$ cat config.mk
export PLATFORM = sky130hd
export DESIGN_NAME = pattern_tx
export DESIGN_NICKNAME = d
export VERILOG_FILES = /design/src/rtl/pattern_tx.sv
export SDC_FILE = /design/constraint.sdc
export NUM_CORES = 1
export LEC_CHECK = 0
export ABC_AREA = 0
export BUFFER_PORTS_ARGS = -buffer_cell sky130_fd_sc_hd__buf_2
export CAP_MARGIN = 20
export CORE_ASPECT_RATIO = 0.7
export CORE_MARGIN = 1
export CORE_UTILIZATION = 55
export CTS_CLUSTER_SIZE = 20
export DETAILED_ROUTE_END_ITERATION = 10
export PLACE_DENSITY = 0.78
export SETUP_SLACK_MARGIN = 0.02
export SYNTH_ARGS = -nofsm -noshare
export SYNTH_HDL_FRONTEND = slang
export SYNTH_SLANG_ARGS = --single-unit
$ cat constraint.sdc
create_clock -name clk -period 2.55 [get_ports clk]
set_clock_uncertainty 0.1 [all_clocks]
set_input_delay 0 -clock clk [delete_from_list [all_inputs] [get_ports clk]]
set_output_delay 0 -clock clk [all_outputs]
set_load 0.01 [all_outputs]
$ cat src/rtl/pattern_tx.sv
// pattern_tx: serial transmitter for the pattern-detector bit stream.
// Words enter through a small FIFO (valid/ready) and leave LSB-first on
// bit_stream, with 'start' flagging bit 0 of every word and an optional
// idle gap of GAP cycles between words.
// Optional feature macro: PATTERN_TX_ERR_INJ_EN adds err_inj/err_done, which
// invert bit 0 of the next popped word once per err_inj request.
module pattern_tx #(
    parameter int   WIDTH    = 4,
    parameter int   DEPTH    = 2,
    parameter int   GAP      = 0,
    parameter logic IDLE_BIT = 1'b0
) (
    input  logic             clk,
    input  logic             rst_n,
    input  logic [WIDTH-1:0] in_data,
    input  logic             in_valid,
    output logic             in_ready,
    output logic             bit_stream,
    output logic             start,
    output logic             busy,
    output logic             word_done,
    output logic [15:0]      word_cnt
`ifdef PATTERN_TX_ERR_INJ_EN
    ,
    input  logic             err_inj,
    output logic             err_done
`endif
);

    localparam int IW = $clog2(WIDTH);
    localparam int AW = $clog2(DEPTH);
    localparam logic [IW-1:0] LAST_IDX = IW'(WIDTH - 1);
    localparam logic [IW-1:0] PRE_LAST = IW'(WIDTH - 2);
    localparam logic [7:0]    GAP_LEN  = 8'(GAP);
    localparam logic [AW:0]   FULL_CNT = (AW + 1)'(DEPTH);

    typedef enum logic [1:0] {S_IDLE, S_SHIFT, S_GAP} state_t;

    logic [WIDTH-1:0] mem [DEPTH];
    logic [AW-1:0]    wr_ptr;
    logic [AW-1:0]    rd_ptr;
    logic [AW:0]      count;
    logic             full;
    logic             empty;
    logic             push;
    logic             pop;
    logic [WIDTH-1:0] head;

    state_t           state, state_nxt;
    logic [WIDTH-1:0] shreg, shreg_nxt;
    logic [IW-1:0]    idx, idx_nxt;
    logic [7:0]       gap_cnt, gap_nxt;
    logic             bit_nxt;
    logic             start_nxt;
    logic             done_nxt;
    logic             inj;

    assign full     = (count == FULL_CNT);
    assign empty    = (count == '0);
    assign push     = in_valid && !full;
    assign in_ready = !full;
    assign head     = mem[rd_ptr];
    assign busy     = (state != S_IDLE) || !empty;

    // FIFO storage; contents need no reset because count gates every read.
    always_ff @(posedge clk) begin
        if (push) begin
            mem[wr_ptr] <= in_data;
        end
    end

    // FIFO pointers and occupancy.
    always_ff @(posedge clk or negedge rst_n) begin
        if (!rst_n) begin
            wr_ptr <= '0;
            rd_ptr <= '0;
            count  <= '0;
        end else begin
            if (push) begin
                wr_ptr <= wr_ptr + 1'b1;
            end
            if (pop) begin
                rd_ptr <= rd_ptr + 1'b1;
            end
            if (push && !pop) begin
                count <= count + 1'b1;
            end else if (!push && pop) begin
                count <= count - 1'b1;
            end
        end
    end

`ifdef PATTERN_TX_ERR_INJ_EN
    logic err_armed;
    logic err_word;

    assign inj = err_armed;

    // One-shot corruption request: armed by err_inj, consumed by the next pop.
    always_ff @(posedge clk or negedge rst_n) begin
        if (!rst_n) begin
            err_armed <= 1'b0;
            err_word  <= 1'b0;
            err_done  <= 1'b0;
        end else begin
            if (err_inj) begin
                err_armed <= 1'b1;
            end else if (pop) begin
                err_armed <= 1'b0;
            end
            if (pop) begin
                err_word <= err_armed;
            end
            err_done <= done_nxt && err_word;
        end
    end
`else
    assign inj = 1'b0;
`endif

    // Next-state logic: shift out the current word, then gap, then reload.
    always_comb begin
        state_nxt = state;
        shreg_nxt = shreg;
        idx_nxt   = idx;
        gap_nxt   = gap_cnt;
        bit_nxt   = IDLE_BIT;
        start_nxt = 1'b0;
        done_nxt  = 1'b0;
        pop       = 1'b0;
        case (state)
            S_IDLE: begin
                pop = !empty;
            end
            S_SHIFT: begin
                if (idx != LAST_IDX) begin
                    bit_nxt   = shreg[0];
                    shreg_nxt = shreg >> 1;
                    idx_nxt   = idx + 1'b1;
                    done_nxt  = (idx == PRE_LAST);
                end else if (GAP > 0) begin
                    state_nxt = S_GAP;
                    gap_nxt   = 8'd1;
                end else begin
                    pop       = !empty;
                    state_nxt = S_IDLE;
                end
            end
            S_GAP: begin
                if (gap_cnt != GAP_LEN) begin
                    gap_nxt = gap_cnt + 1'b1;
                end else begin
                    pop       = !empty;
                    state_nxt = S_IDLE;
                end
            end
            default: begin
                state_nxt = S_IDLE;
            end
        endcase
        if (pop) begin
            bit_nxt   = head[0] ^ inj;
            shreg_nxt = head >> 1;
            start_nxt = 1'b1;
            idx_nxt   = '0;
            state_nxt = S_SHIFT;
        end
    end

    // State and registered outputs.
    always_ff @(posedge clk or negedge rst_n) begin
        if (!rst_n) begin
            state      <= S_IDLE;
            shreg      <= '0;
            idx        <= '0;
            gap_cnt    <= '0;
            bit_stream <= IDLE_BIT;
            start      <= 1'b0;
            word_done  <= 1'b0;
            word_cnt   <= '0;
        end else begin
            state      <= state_nxt;
            shreg      <= shreg_nxt;
            idx        <= idx_nxt;
            gap_cnt    <= gap_nxt;
            bit_stream <= bit_nxt;
            start      <= start_nxt;
            word_done  <= done_nxt;
            if (done_nxt) begin
                word_cnt <= word_cnt + 1'b1;
            end
        end
    end

endmodule

# Yosys cells after proc, flatten, opt, wreduce, memory -nomap -nowiden
# Memory sizes are Yosys's and may differ from the RTL's.
# Index checks and enable logic that the tools add are counted.
# W data, S select, Z words.
# word_totals
regBits	39
mem_bits_rw	8
inputBits	7
output_inout_bits	21
elab_cells	68
n_memories	1
# memory_table
memory	depth	width	rd	rd_clocked_by_memory_dff	wr	line	rtl
mem	2	4	1	0	1	39	logic [WIDTH-1:0] mem [DEPTH];
# op_classes
n_addsub	7
n_eq_ne	8
n_mux	23
n_reduce_logical	18
# ops
operator	count
$add A16 B1 Y16 const B	1
$mux W2	8
$mux W4	3
$mux W1	10
$add A8 B1 Y8 const B	1
$reduce_bool A2 Y1	4
$reduce_bool A8 Y1	1
$eq A2 B2 Y1 const B	3
$ne A3 B3 Y1 const B	2
$pmux W2 S3	1
$add A2 B1 Y2 const B	2
$logic_not A1 Y1	4
$logic_not A2 Y1	2
$ne A2 B2 Y1 const B	2
$reduce_and A2 Y1	2
$logic_and A1 B1 Y1	3
$pmux W1 S3	1
$reduce_and A3 Y1	1
$add A1 B1 Y1 const B	2
$eq A2 B1 Y1 const B	1
$sub A2 B1 Y2 const B	1
$logic_or A1 B1 Y1	1

# Longest topological paths before layout
# Gate-level depths: netlist (run 1).
# logic_depth
depth_word	7
depth_mapped	8
mapped_depth_nobuf	7

# Worst setup path before layout (run 1)
# OpenSTA, ideal clock, no wires.
# synth_path
path_type	register -> register
startpoint	reg idx[0]
endpoint	reg count[1]
arrival_ps	1496
slack_ps	828
stages_incl_launch_ff	8
path_buffers	0
synth_period_minus_slack_ps	1722
path_cell_list	dfrtp_1 -> ha_1 -> or2b_1 -> o21ai_1 -> ha_1 -> xor2_1 -> nor2_1 -> xor2_1
# synth_between
elab_chain_cells	6
# synth_lines
element	line	rtl
start, declared	51	logic [IW-1:0] idx, idx_nxt;
start signal, assigned	184	idx <= idx_nxt;
$ne A2 B2 Y1 (*)	136	if (idx != LAST_IDX) begin
$mux W1 (*)	136	
$pmux W1 S3 (*)	131	case (state)
$logic_not A1 Y1	85	if (push && !pop) begin
$logic_and A1 B1 Y1	85	
$mux W2 / $reduce_bool A2 Y1 (equally long branches)	-	
end signal, assigned	86	count <= count + 1'b1;
end signal, assigned	88	count <= count - 1'b1;
end, declared	42	logic [AW:0] count;
# Mark *: on every way between the ends. The rest lies on a longest branch, timed or not.
# A chain may end at the register's enable or synchronous reset.

# Worst setup path after layout (run 1)
# Ends and elaborated chain as after synthesis.

==> results of run 1 <==
-- through the flow --
step / setup slack (ns) / power [µW] / hold WS, ns
floorplan: 0.8283 / 1331 / -0.3956
global placement: 0.7648 / 1484 / -0.04997
detailed placement: 0.6391 / 1517 / -0.03379
CTS: 0.6261 / 2021 / 0.1908
global route: 0.5267 / 2133 / 0.2365
finish: 0.6273 / 2003 / 0.1664
-- power by group --
part	switching, µW	internal (µW)
Sequential	158	776
Combinational	322	261
Clock	198	288
-- registers in the layout, summed over array words and instances, names as in the netlist --
| signal | flops |
|---|---|
| bit_stream | 1 |
| count | 2 |
| idx | 2 |
| mem | 8 |
| rd_ptr | 1 |
| shreg | 3 |
| start | 1 |
| state | 1 |
| word_cnt | 16 |
| word_done | 1 |
| wr_ptr | 1 |
-- cells by family (layout without fill, tap and decap cells) --
kind of cell / count (synthesis) / after routing / synth area share (%)
xor gates and xnor gates: 20 / 20 / 11.31
adders and majority gates: 4 / 4 / 3.231
buffers and inverters: 7 / 46 / 1.697
AOI/OAI and AO/OA: 9 / 9 / 2.907
DFF: 37 / 37 / 62.36
muxes: 5 / 5 / 3.312
and+or+nand+nor: 43 / 43 / 15.19
-- cell type report --
class                      count  area, µm²  area share (%)
clock buffer                   5      68.82           3.642
clock inverter                 3      41.29           2.185
inverter                       5      18.77          0.9934
multi-input combinational     81      556.8           29.47
sequential                    37      965.9           51.13
tap                           34      42.54           2.252
timing repair buffer          33      195.2           10.33
-- cell usage in the layout (no fill, tap or decap), types with 3 or more instances in the layout --
| master | synthesis | routed |
|---|---|---|
| a21oi_1 | 3 | 3 |
| and3_1 | 3 | 3 |
| buf_2 | 0 | 27 |
| clkbuf_8 | 0 | 5 |
| dfrtp_1 | 29 | 29 |
| dlygate4sd3_1 | 0 | 6 |
| edfxtp_1 | 8 | 8 |
| ha_1 | 4 | 4 |
| inv_1 | 5 | 5 |
| mux2i_1 | 4 | 4 |
| nand2_1 | 12 | 12 |
| nand3_1 | 5 | 5 |
| nand4_1 | 3 | 3 |
| nor2_1 | 10 | 10 |
| o21ai_0 | 3 | 3 |
| o21ai_1 | 3 | 3 |
| xnor2_1 | 14 | 14 |
| xor2_1 | 6 | 6 |
-- per-layer routing --
metal | track usage, % | vias to the layer above | wire [µm]
li1 | - | 497 | -
met1 | 28.50 | 482 | 1315
met2 | 30.52 | 25 | 1171
met3 | 10.40 | 0 | 139
met4 | 3.913 | 0 | 0
met5 | 0 | - | 0
-- final timing paths --
| path | from | endpoint | slack [ns] |
|---|---|---|---|
| min in group clk | in_data[0] | mem[1][0]$_DFFE_PP_ | 0.35 |
| min | rst_n | word_cnt[9]$_DFFE_PN0P_ | 0.17 |
| max | idx[0]$_DFFE_PN0P_ | count[1]$_DFFE_PN0P_ | 0.63 |
| max reg2reg | idx[0]$_DFFE_PN0P_ | count[1]$_DFFE_PN0P_ | 0.63 |
| min reg2reg | word_cnt[15]$_DFFE_PN0P_ | word_cnt[15]$_DFFE_PN0P_ | 0.38 |
| max in group asynchronous | rst_n | count[0]$_DFFE_PN0P_ | 1.76 |
==> metrics, run 1 <==
worst path arrival time=1.99 ns; ANT cells=0; Post-synth ARST share=78.38%; Least-Margin Pin Slew=approximately 0.64 ns; Stages on worst setup path=7; Crit. End Element=flop; leading area contributor after synthesis=dfrtp_1; Design Area, Final=between 1500 and 2000 µm²; share of post-route cells with drive strength above 1=23.17%; Worst VDD drop=0.0007773 V; port bufs=27; syn nets=136; Worst path slowest cell=dfrtp_1; Nets=174; initial core utilization=60.24%; Post-DP HPWL=around 1800 µm; CP startpoint kind=flop; critical path fanouts, max=4; Post-CTS Repair Setup Buffers=0; CTS root buf=clkbuf_8; Wirelength per Cell=between 10 and 15 µm; Cell Area, Placed=between 1500 and 2000 µm²; worst relative slew slack=~57%; Yosys reg bits=37; Max Slew Vio Count=0; Crit path buffers/inverters=0; IO Pins=28; Post-synth EDFFs=8; critical path, cell by cell=ha_1 -> or2b_1 -> o21ai_1 -> ha_1 -> xor2_1 -> nor2_1 -> xor2_1; Synth top cells by count=dfrtp_1 (29), xnor2_1 (14), nand2_1 (12); number of fill cells in the layout=182; clock slew at reported path FFs=around 0.07 ns; Worst path max stage delay=0.40 ns; Num Clock Sinks=37; Post-Layout Cell Count=roughly 200; placed cells=184; starting DRC count in detailed routing=34; worst reg2reg path depth=7; # setup viols final=0; post-route ant nets=0; die width=around 65 µm; post-DR vias/cell=a little over 5; CTS Buf Count=5; post-synthesis area per instance=12.39 µm²; Yosys top cell area share=a little under half; initial antenna violation count=0; outcome=finished clean; vias=1,004; largest cells by area after synthesis=dfrtp_1 (47%), edfxtp_1 (16%), xnor2_1 (7.9%); vias in the first global route=974; pin count of the biggest net entering global routing=30; DRC=0; Max Clk Rate=roughly 520 MHz; HP Class=in -> async; static leakage=0.0009191 µW; Primary FF master, synth=dfrtp_1; period utilization=75.40%; CTS tree=done; Area growth syn-to-layout=21.97%; core area=2571 µm²; Distinct cells, synth=26; Total GRT Usage=approximately a fifth; DR pass1 iterations=4; top-count cell post-synth=dfrtp_1; Syn Inst Count=125; Ys Warns=0; first-pass GRT wire length=4395 µm; gr ovfl total=0; row count=15; Worst Path Required=2.61 ns; final-report hold violation count=0; Crit path max-delay family=adder cells; unrepaired setup endpoints after global routing=false; latest clock arrival within the worst-skew pair=0.29 ns; setup tns final=0 ns; DIE HEIGHT=46.40 µm; Util after Layout=73.48%; Critical Setup Path Class=reg -> reg; Total Wirelength=roughly 2600 µm; die area=3036 µm²; Longest Clk Path Bufs=2; number of H-tree branching levels=2; post-CTS resize count=0; Max-Cap Viols=0; Mapped Area=1549 µm²; Tmin final=1.923 ns; sequential area share after synthesis=62.36%; hold-fix buffers at CTS=6; global placement routability congestion=0.7945; Pwr per Cell Area=1060 nW/µm²
(Power assumes the default switching activity.)
==> run 2: changes to the inputs <==
--- a/config.mk
+++ b/config.mk
@@ -5,7 +5,7 @@
 export SDC_FILE = /design/constraint.sdc
 export NUM_CORES = 1
 export LEC_CHECK = 0
-export ABC_AREA = 0
+export ABC_AREA = 1
 export BUFFER_PORTS_ARGS = -buffer_cell sky130_fd_sc_hd__buf_2
 export CAP_MARGIN = 20
 export CORE_ASPECT_RATIO = 0.7
@@ -13,7 +13,7 @@
 export CORE_UTILIZATION = 55
 export CTS_CLUSTER_SIZE = 20
 export DETAILED_ROUTE_END_ITERATION = 10
-export PLACE_DENSITY = 0.78
+export PLACE_DENSITY = 0.77
 export SETUP_SLACK_MARGIN = 0.02
 export SYNTH_ARGS = -nofsm -noshare
 export SYNTH_HDL_FRONTEND = slang
==> constraint.sdc (replaced) <==
create_clock -name clk -period 1.8 [get_ports clk]
set_clock_uncertainty 0.1 [all_clocks]
set_input_delay 0 -clock clk [delete_from_list [all_inputs] [get_ports clk]]
set_output_delay 0 -clock clk [all_outputs]
set_load 0.01 [all_outputs]
==> run 2 against run 1 <==
Via count increased by 34%; largest power group unchanged; synthesized cell count increased by 42%; wire length increased by 39%; global-route usage increased by 4.1 points; synthesized area increased by 11%; sequential share of layout area decreased by 5.2 points; critical path type unchanged; worst setup slack got worse by 0.49 ns; sequential cell count unchanged; maximum frequency increased by 15%.
==> metrics, run 2 <==
outcome=finished clean; Num Clock Sinks=37 (unchanged); placed cells=241 (+31%); Distinct cells, synth=24 (-7.7%); worst reg2reg path depth=8 (+1); Worst Path Required=1.88 ns (-0.73 ns); HP Class=in -> reg; leading area contributor after synthesis=dfrtp_1; pin count of the biggest net entering global routing=30 (unchanged); Total Wirelength=3661 µm (+39%); Wirelength per Cell=14.19 µm (+7.0%); unrepaired setup endpoints after global routing=false; max reg flops=16 (unchanged); starting DRC count in detailed routing=135 (+300%); DR pass1 iterations=4 (unchanged); CTS Buf Count=5 (unchanged); post-synthesis area per instance=9.699 µm² (-22%); initial core utilization=59.55% (-0.69 points); Yosys top cell area share=42.27% (-4.6 points); Post-synth ARST share=78.38% (unchanged); Max-Cap Viols=0 (unchanged); port bufs=27 (unchanged); final-report hold violation count=0 (unchanged); Worst VDD drop=0.001003 V (+29%); gr ovfl total=0 (unchanged); post-synthesis mux area share=0% (-3.3 points); row count=16 (+1); R2R Setup Slk=0.13 ns (-0.49 ns); Tmin final=1.667 ns (-0.2552 ns); Mapped Area=1717 µm² (+11%); IO Pins=28 (unchanged); syn nets=188 (+38%); initial antenna violation count=0 (unchanged); sequential area share after synthesis=56.27% (-6.1 points); Pwr per Cell Area=1438 nW/µm² (+36%); most frequent cells in the layout=nand2_1 (46), dfrtp_1 (29), buf_2 (27); Longest Clk Path Bufs=2 (unchanged); CP startpoint kind=flop; latest clock arrival within the worst-skew pair=0.29 ns (about the same); worst relative slew slack=55.53% (-1.8 points); top-count cell post-synth=nand2_1; Max Slew Vio Count=0 (unchanged); largest family of logic cells by synthesized area=simple AND/OR/NAND/NOR gates; clock slew at reported path FFs=0.08 ns (about the same); biggest regs=word_cnt x16, mem x8, shreg x3; post-DR vias/cell=5.209 (+2.7%); ANT cells=0 (unchanged); Ys Warns=0 (unchanged); Least-Margin Pin Slew=0.6671 ns (+0.02701 ns); static leakage=0.001075 µW (+17%); Synth Area in Compound Gates=3.134% (+0.23 points); vias=1,344 (+34%); Worst Setup EP=count[1]$_DFFE_PN0P_; core area=2883 µm² (+12%); share of post-route cells with drive strength above 1=26.13% (+3.0 points); global placement routability congestion=0.9122 (+15%); Nets=232 (+33%); Critical Setup Path Class=reg -> reg; Total GRT Usage=25.04% (+4.1 points); Post-DP HPWL=2523 µm (+37%); multi-input logic area=688.2 µm² (+24%); largest cells by area after synthesis=dfrtp_1 (42%), edfxtp_1 (14%), nand2_1 (10%); CP startpoint=idx[0]$_DFFE_PN0P_; number of H-tree branching levels=2 (unchanged); Critical R2R Capture=count[1]$_DFFE_PN0P_; Sequential Area=965.9 µm² (unchanged); Synth top cells by count=nand2_1 (47), dfrtp_1 (29), inv_1 (23); DIE HEIGHT=48.74 µm (+5.0%); post-route ant nets=0 (unchanged); xor/xnor share of the synthesized area=6.122% (-5.2 points); Post-Layout Cell Count=258 (+30%); DRC=0 (unchanged); Max Clk Rate=599.7 MHz (+15%); Post-Synth Adder-Cell Area=2.915% (-0.32 points); commonest non-fill, non-tap cell in the layout=nand2_1; die width=68.78 µm (+5.1%); Yosys reg bits=37 (unchanged); reg-to-reg critical path startpoint=idx[0]$_DFFE_PN0P_; Post-synth EDFFs=8 (unchanged); Most flops, register=word_cnt; WHS=0.05231 ns (-0.1141 ns); CTS root buf=clkbuf_8; CTS tree=done; Syn Inst Count=177 (+42%); Crit. End Element=flop; die area=3352 µm² (+10%); period utilization=92.64% (+17 points); first-pass GRT wire length=6003 µm (+37%); critical path fanouts, max=3 (-1); worst path arrival time=1.74 ns (-0.25 ns); number of fill cells in the layout=201 (+10%); Area growth syn-to-layout=22.52%; vias in the first global route=1,284 (+32%); # setup viols final=0 (unchanged); Primary FF master, synth=dfrtp_1; Post-Synth Simple-Gate Area=26.31% (+11 points)
[run 2: cell count changes after synthesis, moves of 2 or more]
cell      before  now
nor2_1        10   21
nand2_1       12   47
clkbuf_1       2    0
inv_1          5   23
a21oi_1        3    1
mux2i_1        4    0
and3_1         3    0
nor2_4         0    4
nor2b_1        2    0
xnor2_1       14    7
nand2_2        0    2
nand2_4        0    2
nor2_8         0    2
[run 2: per-stage QoR]
stage / instance area, µm² / total power [µW] / setup slack [ns] / utilization [%] / setup TNS [ns]
2_1_floorplan: 1717 / 1931 / 0.1050 / - / 0
3_3_place_gp: 1904 / 2169 / 0.08978 / 66.06 / 0
3_5_place_dp: 1904 / 2252 / -0.07010 / 66.06 / -0.07010
4_1_cts: 2048 / 2866 / 0.02159 / 71.05 / 0
5_1_grt: 2103 / 3224 / 0.01475 / 72.96 / 0
6_report: 2103 / 3025 / 0.1325 / 72.96 / 0
[run 2: how the worst min path moves through the flow]
stage	startpoint	end	slack, ns	cells past startpoint
floorplan	rst_n	bit_stream$_DFF_PN0_	-0.40	0
detailed placement	rst_n	bit_stream$_DFF_PN0_	-0.03	1
global route	in_valid	wr_ptr$_DFFE_PN0P_	0.07	5
finish	in_valid	mem[0][3]$_DFFE_PP_	0.05	3
CTS	in_valid	wr_ptr$_DFFE_PN0P_	0.03	5
global placement	rst_n	bit_stream$_DFF_PN0_	-0.05	1
[run 2: worst max-delay path, cell delays in order, from the launching register on]
cell and delay [ns]:
dfrtp_1 0.39, ha_2 0.22, nor2_8 0.11, nor2_4 0.04, inv_1 0.11, ha_4 0.22
a21oi_2 0.14, o21ai_2 0.08, xnor2_1 0.13
[run 2: timing repair]
| action | 4_1_cts | 5_1_grt |
|---|---|---|
| buffers inserted | 0 | 4 |
| hold endpoints to repair | 37 | 0 |
| hold buffers | 5 | 0 |
| setup endpoints to repair | 1 | 1 |
| pin swaps | 0 | 2 |
| gates resized for setup | 2 | 6 |
[run 2: cells by family after synthesis]
logic type                 count (synthesis)
AOI/OAI and AO/OA                          9
adders and majority gates                  4
and+or+nand+nor                           91
buffers and inverters                     24
DFF                                       37
xor gates and xnor gates                  12
[run 2: per-layer routing]
metal	share of wire, %	GRT usage (%)	vias to the layer above	routed length, µm
li1	-	-	643	-
met1	47	34.65	635	1715
met2	46	36.27	53	1674
met3	5.5	8.255	13	200
met4	1.9	9.864	0	71
met5	0	0	-	0
[run 2: cell type report]
| cell class | count | area share (%) |
|---|---|---|
| Timing Repair Buffer | 37 | 10.59 |
| Clock inverter | 2 | 0.4164 |
| Tap cell | 36 | 2.142 |
| Sequential cell | 37 | 45.92 |
| Inverter | 24 | 4.283 |
| Multi-Input combinational cell | 116 | 32.72 |
| Clock buffer | 6 | 3.926 |
[run 2: report_power, final]
| group | leakage (µW) | total (µW) | switching [µW] | internal (µW) |
|---|---|---|---|---|
| logic | 0.000577 | 1130 | 646 | 485 |
| clock network | 0.0000486 | 604 | 301 | 304 |
| registers | 0.000449 | 1290 | 191 | 1100 |
| total | 0.00107 | 3020 | 1140 | 1890 |
